<file path="config.mk">
export PLATFORM = sky130hd
export DESIGN_NAME = bcd_display_scanner
export DESIGN_NICKNAME = d
export VERILOG_FILES = /design/src/rtl/bcd_display_scanner.sv
export SDC_FILE = /design/constraint.sdc
export NUM_CORES = 1
export LEC_CHECK = 0
export CAP_MARGIN = 20
export CORE_MARGIN = 10
export CORE_UTILIZATION = 58
export CTS_BUF_LIST = sky130_fd_sc_hd__clkbuf_16
export DETAILED_ROUTE_END_ITERATION = 8
export PLACE_DENSITY_LB_ADDON = 0.3
export SYNTH_ARGS = -nofsm -noshare
export SYNTH_HDL_FRONTEND = slang
export SYNTH_SLANG_ARGS = --single-unit
export TNS_END_PERCENT = 50
</file>
<file path="constraint.sdc">
create_clock -name clk -period 1.7 [get_ports clk]
set_input_delay 0.34 -clock clk [delete_from_list [all_inputs] [get_ports clk]]
set_output_delay 0.34 -clock clk [all_outputs]
set_load 0.005 [all_outputs]
</file>
<file path="src/rtl/bcd_display_scanner.sv">
`default_nettype none
// ============================================================================
//  Module      : bcd_display_scanner
//  Description : Accepts a 14-bit binary value over valid/ready, converts it
//                to four BCD digits with a sequential double-dabble engine,
//                and time-multiplexes the digits onto one BCD bus with
//                active-low digit selects for a 4-digit common-anode display.
//  Revision    : 1.0 - initial release
// ============================================================================
module bcd_display_scanner #(
    parameter int REFRESH_DIV = 50000,
    parameter int BLANK_LZ    = 1
) (
    input  logic        clk,
    input  logic        rst,
    input  logic        in_valid,
    output logic        in_ready,
    input  logic [13:0] in_value,
    output logic [3:0]  bcd_digit,
    output logic [3:0]  digit_sel_n,
    output logic        overflow
);

    localparam int            C_CW      = (REFRESH_DIV > 2) ? $clog2(REFRESH_DIV) : 1;
    localparam logic [C_CW-1:0] C_CNT_MAX = C_CW'(REFRESH_DIV - 1);
    localparam logic [13:0]   C_MAX_VAL = 14'd9999;
    localparam logic [3:0]    C_LAST_STEP = 4'd13;

    localparam logic [1:0] S_IDLE = 2'd0;
    localparam logic [1:0] S_CONV = 2'd1;
    localparam logic [1:0] S_DONE = 2'd2;

    logic [1:0]      r_state;
    logic [1:0]      w_state_nxt;
    logic [3:0]      r_step;
    logic [29:0]     r_shift;      // {bcd[15:0], bin[13:0]}
    logic            r_pend_ovf;
    logic [15:0]     r_disp;
    logic            r_overflow;
    logic [C_CW-1:0] r_refresh_cnt;
    logic [1:0]      r_scan_idx;

    logic [15:0]     w_bcd_adj;
    logic [29:0]     w_shift_nxt;
    logic [13:0]     w_in_clamped;
    logic            w_in_ovf;
    logic [3:0]      w_blank;
    logic [3:0]      w_digit;

    assign w_in_ovf     = (in_value > C_MAX_VAL);
    assign w_in_clamped = w_in_ovf ? C_MAX_VAL : in_value;
    assign overflow     = r_overflow;

    // FSM state register
    always_ff @(posedge clk) begin
        if (rst) begin
            r_state <= S_IDLE;
        end else begin
            r_state <= w_state_nxt;
        end
    end

    // FSM next-state logic
    always_comb begin
        w_state_nxt = r_state;
        case (r_state)
            S_IDLE:  if (in_valid) w_state_nxt = S_CONV;
            S_CONV:  if (r_step == C_LAST_STEP) w_state_nxt = S_DONE;
            S_DONE:  w_state_nxt = S_IDLE;
            default: w_state_nxt = S_IDLE;
        endcase
    end

    // FSM outputs: ready only while idle
    always_comb begin
        in_ready = (r_state == S_IDLE);
    end

    // Double-dabble step: add 3 to every BCD nibble >= 5, then shift left
    always_comb begin
        w_bcd_adj = r_shift[29:14];
        for (int k = 0; k < 4; k++) begin
            if (w_bcd_adj[k*4 +: 4] >= 4'd5) begin
                w_bcd_adj[k*4 +: 4] = w_bcd_adj[k*4 +: 4] + 4'd3;
            end
        end
        w_shift_nxt = {w_bcd_adj[14:0], r_shift[13:0], 1'b0};
    end

    // Conversion datapath; display register only changes in DONE
    always_ff @(posedge clk) begin
        if (rst) begin
            r_step     <= 4'd0;
            r_shift    <= 30'd0;
            r_pend_ovf <= 1'b0;
            r_disp     <= 16'd0;
            r_overflow <= 1'b0;
        end else begin
            case (r_state)
                S_IDLE: begin
                    if (in_valid) begin
                        r_shift    <= {16'd0, w_in_clamped};
                        r_pend_ovf <= w_in_ovf;
                        r_step     <= 4'd0;
                    end
                end
                S_CONV: begin
                    r_shift <= w_shift_nxt;
                    r_step  <= r_step + 4'd1;
                end
                S_DONE: begin
                    r_disp     <= r_shift[29:14];
                    r_overflow <= r_pend_ovf;
                end
                default: ;
            endcase
        end
    end

    // Free-running scan timer, independent of the conversion FSM
    always_ff @(posedge clk) begin
        if (rst) begin
            r_refresh_cnt <= '0;
            r_scan_idx    <= 2'd0;
        end else if (r_refresh_cnt == C_CNT_MAX) begin
            r_refresh_cnt <= '0;
            r_scan_idx    <= r_scan_idx + 2'd1;
        end else begin
            r_refresh_cnt <= r_refresh_cnt + 1'b1;
        end
    end

    // Leading-zero blanking and digit/select decode for the scanned slot
    always_comb begin
        w_blank = 4'b0000;
        if (BLANK_LZ != 0) begin
            w_blank[3] = (r_disp[15:12] == 4'd0);
            w_blank[2] = w_blank[3] && (r_disp[11:8] == 4'd0);
            w_blank[1] = w_blank[2] && (r_disp[7:4] == 4'd0);
        end
        w_digit = r_disp[{r_scan_idx, 2'b00} +: 4];
        if (w_blank[r_scan_idx]) begin
            bcd_digit   = 4'd0;
            digit_sel_n = 4'b1111;
        end else begin
            bcd_digit   = w_digit;
            digit_sel_n = ~(4'b0001 << r_scan_idx);
        end
    end

endmodule
`default_nettype wire
</file>
### Yosys cells after proc, flatten, opt, wreduce, memory -nomap -nowiden

Cells that the tools add are included.

* register bits: 72

* reduce and logical (&&, ||, !) cells: 11
* equality and inequality tests: 6
* bitwise gates (word level): 1
* mux-type cells: 16
* order comparisons: 6
* shift-type cells: 2
* add/sub/neg operators: 7

Operators with widths (count)
* case mux 30 bit (2 select lines): 1
* two-way mux 30 bit: 1
* two-way mux 4 bit: 6
* adder 16 x 1 -> 16 bit (second input constant): 1
* equality test 16 bit (second input constant): 1
* greater-or-equal comparator 4 x 3 -> 1 bit (second input constant): 4
* variable part select 16 x 5 -> 4 bit: 1
* > comparator 14 bit (second input constant): 1
* two-way mux 14 bit: 1
* adder 4 x 2 -> 4 bit (second input constant): 3
* zero test 4 bit: 3
* case mux 4 bit (2 select lines): 1
* AND reduction 2 bit: 3
* adder 4 x 1 -> 4 bit (second input constant): 1
* equality test 4 bit (second input constant): 1
* two-way mux 2 bit: 2
* inequality test 2 bit (second input constant): 2
* NOT 4 bit: 1
* case mux 2 bit (2 select lines): 1
* << shifter 1 x 2 -> 4 bit (first input constant): 1
* adder 3 x 2 -> 3 bit (second input constant): 1
* < comparator 2 x 3 -> 1 bit (second input constant): 1
* two-way mux 3 bit: 1
* adder 2 x 1 -> 2 bit (second input constant): 1
* other kinds (8): 9

### Logic depth before layout (Yosys ltp)

* word-level depth: 6
* mapped depth: 7
* mapped depth without buffers: 6

### Least setup slack after synthesis

No wires, ideal clock.

* kind: register to output
* start: register r_scan_idx[0]
* end: output digit_sel_n[1]
* slack: 0.272 ns
* data required time: 1.360 ns
* arrival time: 1.088 ns
* stages on the path, launching flop included: 6
* cells stage by stage: dfxtp_1 > clkbuf_2 > inv_1 > o31ai_1 > nand3_1 > nand2_1

* longest elaborated chain between the ends: 3
* elaborated cells between the ends (all ways): 5

RTL lines
* start, declared: RTL line 41 `logic [1:0] r_scan_idx;`
* start signal, assigned: RTL line 127 `r_scan_idx <= r_scan_idx + 2'd1;`
* binary-select mux 1 bit (select 2 bit) / << shifter 1 x 2 -> 4 bit (equally long branches): RTL line 142, 147
* two-way mux 1 bit (not written as such) / NOT 4 bit (equally long branches): RTL line 142, 147
* two-way mux 4 bit (*): RTL line 142 `if (w_blank[r_scan_idx]) begin`
* end, declared: RTL line 20 `output logic [3:0] digit_sel_n,`

Every way passes the cells marked *; elsewhere a longest branch is shown, timed or not. The select of a mux whose other input is x is not followed.

### Worst setup path in the final report

* start: register r_disp[6]
* end: output digit_sel_n[3]

* longest elaborated chain between the ends: 5

RTL lines
* start, declared: RTL line 38 `logic [15:0] r_disp;`
* start signal, assigned: RTL line 112 `r_disp <= r_shift[29:14];`
* zero test 4 bit: RTL line 139 `w_blank[1] = w_blank[2] && (r_disp[7:4] == 4'd0);`
* logical AND 1 bit: RTL line 139
* binary-select mux 1 bit (select 2 bit): RTL line 142
* two-way mux 1 bit (not written as such): RTL line 142
* two-way mux 4 bit: RTL line 142

No other way between the ends. The select of a mux whose other input is x is not followed.

==> metrics <==
Comb power frac=between 7 and 8%; synth top area cells=dfxtp_1, nand2_1, a21oi_1, ha_1, xnor2_1; Inserted Clock Buffers=9; required time worst endpoint=1.36 ns; Max Slew Vio Count=0; CTS tree=done; Core ar.=between 5000 and 6000 sq um; grt ovf=0; setup_tns=-0.935 ns; Final setup viols=7; ys async rst share=0%; H-tree levels=3; Critical Path End Type=output port; number of setup buffers added after CTS=0; Vias=~3100; PwrDens=about 880 nW/um^2; dpl ws=-0.262 ns; CP bufs+invs=1; Post-Syn Nets=427; Slew @ Worst Pin=about 0.68 ns; Max-cap violations=0; Internal Pwr Total=around 2.8 mW; CP Cell Sequence=or3_1, o31ai_1, nand3_1, nand2_1, buf_2; Synth-to-Final Area Change=21.5%; Seq/Total Area, Yosys=a little over two fifths; number of routed nets with antenna violations=0; CP Launch Type=flip-flop; post-DP HPWL=around 5500 um; RSZ-0062 raised after global routing=true; GPL Wtd Cong=around 0.83; vias in the first global route=around 3000; Netlist cell types=45; Clock Skew=~0.0047 ns; post-synthesis cell count=395; minimum clock period=approximately 2.0 ns; Die ar.=around 9400 sq um; share of power burned in registers=a little under half; top-area cell type share of the netlist area=between 40% and 50%; most common cell in the netlist=dfxtp_1; Worst path max stage delay=0.38 ns; worst rel slew slack=54.8%; critical path fanouts, max=3; clock slew at reported path FFs=approximately 0.060 ns; Port Buffers=26; Nets=about 480; path type of the worst min-delay path=flip-flop to flip-flop; VDD IR max=approximately 0.00086 V; synthesized flop and latch total=between 70 and 80; layout cells sized above 1=16.4%; CP arrival=approximately 1.6 ns; Period Utilization, post-route=115%; Leak=~1.6 nW; cts hold-fix bufs=0; DRT Pass-1 Iters=4; slowest CP cell=or3_1; root buffer cell=clkbuf_16; status=complete, but fails checks; Clk pwr share=around 45%; Starting Density=about three fifths; Avg Cell Area, Syn=approximately 8.7 sq um; Clock Sinks=between 70 and 80; synth warn=0; die width=approximately 97 um; Fin. Hold Viols=0; first-pass GRT wire length=roughly 14000 um; initial antenna violation count=0; Top FF cell, synth=dfxtp_1; largest net degree at the start of global routing=27; Top delay family on crit path=simple AND/OR/NAND/NOR gates; Cell Area, Synth=~3400 sq um; clk_lat worst skew=between 0.3 and 0.4 ns; Yosys top cell by area=dfxtp_1; Max Fclk=511 MHz; drt drc=0; WL/cell=about 15 um; Starting DRT DRC Count=160; Vias/cell=slightly below 6; violated checks=setup timing; EDFF count, synth=0; Worst Setup Path Type=flip-flop to output port; Rows=27; final wirelength=between 8000 and 9000 um; worst setup margin=-0.256 ns; die height=96.9 um; gr usage total=about 17%; Sw Share=23.6%; n_diodes=0; Top-Level Pins=27; Post-synth top cells=dfxtp_1, nand2_1, a21oi_1; fillers=between 400 and 500; Net Sw Power=between 0.8 and 0.9 mW; CTS max path bufs=2
timing repair:
action | in CTS | in global routing
endpoints found under the setup margin | 9 | 9
pin swaps | 6 | 5
resized for setup | 28 | 10
endpoints found under the hold margin | 0 | 0
metal layers:
metal / track usage, % / up-vias / share of wire, %
met5: 0 / - / 0
met4: 7.33 / 0 / 2.3
met3: 4.40 / 21 / 4.2
met2: 29.0 / 90 / 50
met1: 19.1 / 1469 / 43
li1: - / 1487 / -
path summary, 6_finish.rpt:
path,from,endpoint,slack (ns),cells past startpoint
worst min register to register,r_shift[13],r_shift[14],0.45,2
worst max-delay path,r_disp[6],digit_sel_n[3],-0.26,5
worst max register to register,r_shift[23],r_shift[24],0.14,6
worst min-delay path,r_shift[13],r_shift[14],0.45,2
worst min-delay path: stages, from the launching register on:
cell	delay, ns
dfxtp_1	0.31
nand2_1	0.05
a21oi_1	0.05
final cells by class:
| class | count | area (sq um) | share of cell area (%) |
|---|---|---|---|
| clock buffer | 9 | 225 | 5.40 |
| clock inverter | 7 | 32.5 | 0.780 |
| inverter | 15 | 56.3 | 1.35 |
| multi-input combinational | 286 | 1830 | 44.0 |
| sequential | 72 | 1450 | 34.7 |
| tap | 72 | 90.1 | 2.16 |
| timing repair buffer | 61 | 484 | 11.6 |
sequential cells by signal, summed over array words and instances, names as in the netlist:
name / count
r_shift: 30
r_step: 4
r_pend_ovf: 1
r_scan_idx: 2
r_refresh_cnt: 16
overflow: 1
r_state: 2
r_disp: 16
cell usage in the layout (no fill, tap or decap), drive strengths merged, types with 5 or more instances in the layout:
| master | count |
|---|---|
| xnor2 | 17 |
| inv | 18 |
| ha | 15 |
| nor4 | 6 |
| a221oi | 6 |
| nand4 | 6 |
| a21oi | 42 |
| nand2b | 7 |
| a31oi | 5 |
| nor2 | 35 |
| a22o | 8 |
| a211oi | 7 |
| clkdlybuf4s50 | 16 |
| dfxtp | 72 |
| xor2 | 6 |
| o21ai | 10 |
| nand3 | 19 |
| mux2i | 5 |
| nand2 | 55 |
| clkbuf | 13 |
| nor3 | 11 |
| buf | 40 |
power by group through the flow:
stage               Sequential [mW]  Combinational (mW)  Clock, mW
floorplan                      1.78               0.166          0
global placement               1.79               0.262          0
detailed placement             1.79               0.270          0
CTS                            1.76               0.273       1.67
global route                   1.76               0.301       1.74
finish                         1.76               0.274       1.64
logic make-up after synthesis:
kind of cell	count (synthesis)	share of synthesized area, %
mux	10	4.41
buf+inv	37	4.81
flops	72	42.0
xor+xnor	23	5.87
compound gates	83	15.3
fa+ha+maj	15	5.47
simple gates	155	22.1
through the flow:
stage          instances  total power, mW  utilization, %  hold WS, ns  cell area, sq um
3_3_place_gp         506             2.06            69.7        0.439              3930
6_report             522             3.68            73.9        0.453              4170
5_1_grt              522             3.80            73.9        0.480              4170
4_1_cts              522             3.70            73.9        0.454              4170
2_1_floorplan        395             1.95               -        0.429              3430
3_5_place_dp         506             2.07            69.7        0.446              3930
Power figures use the tool's default switching activity.
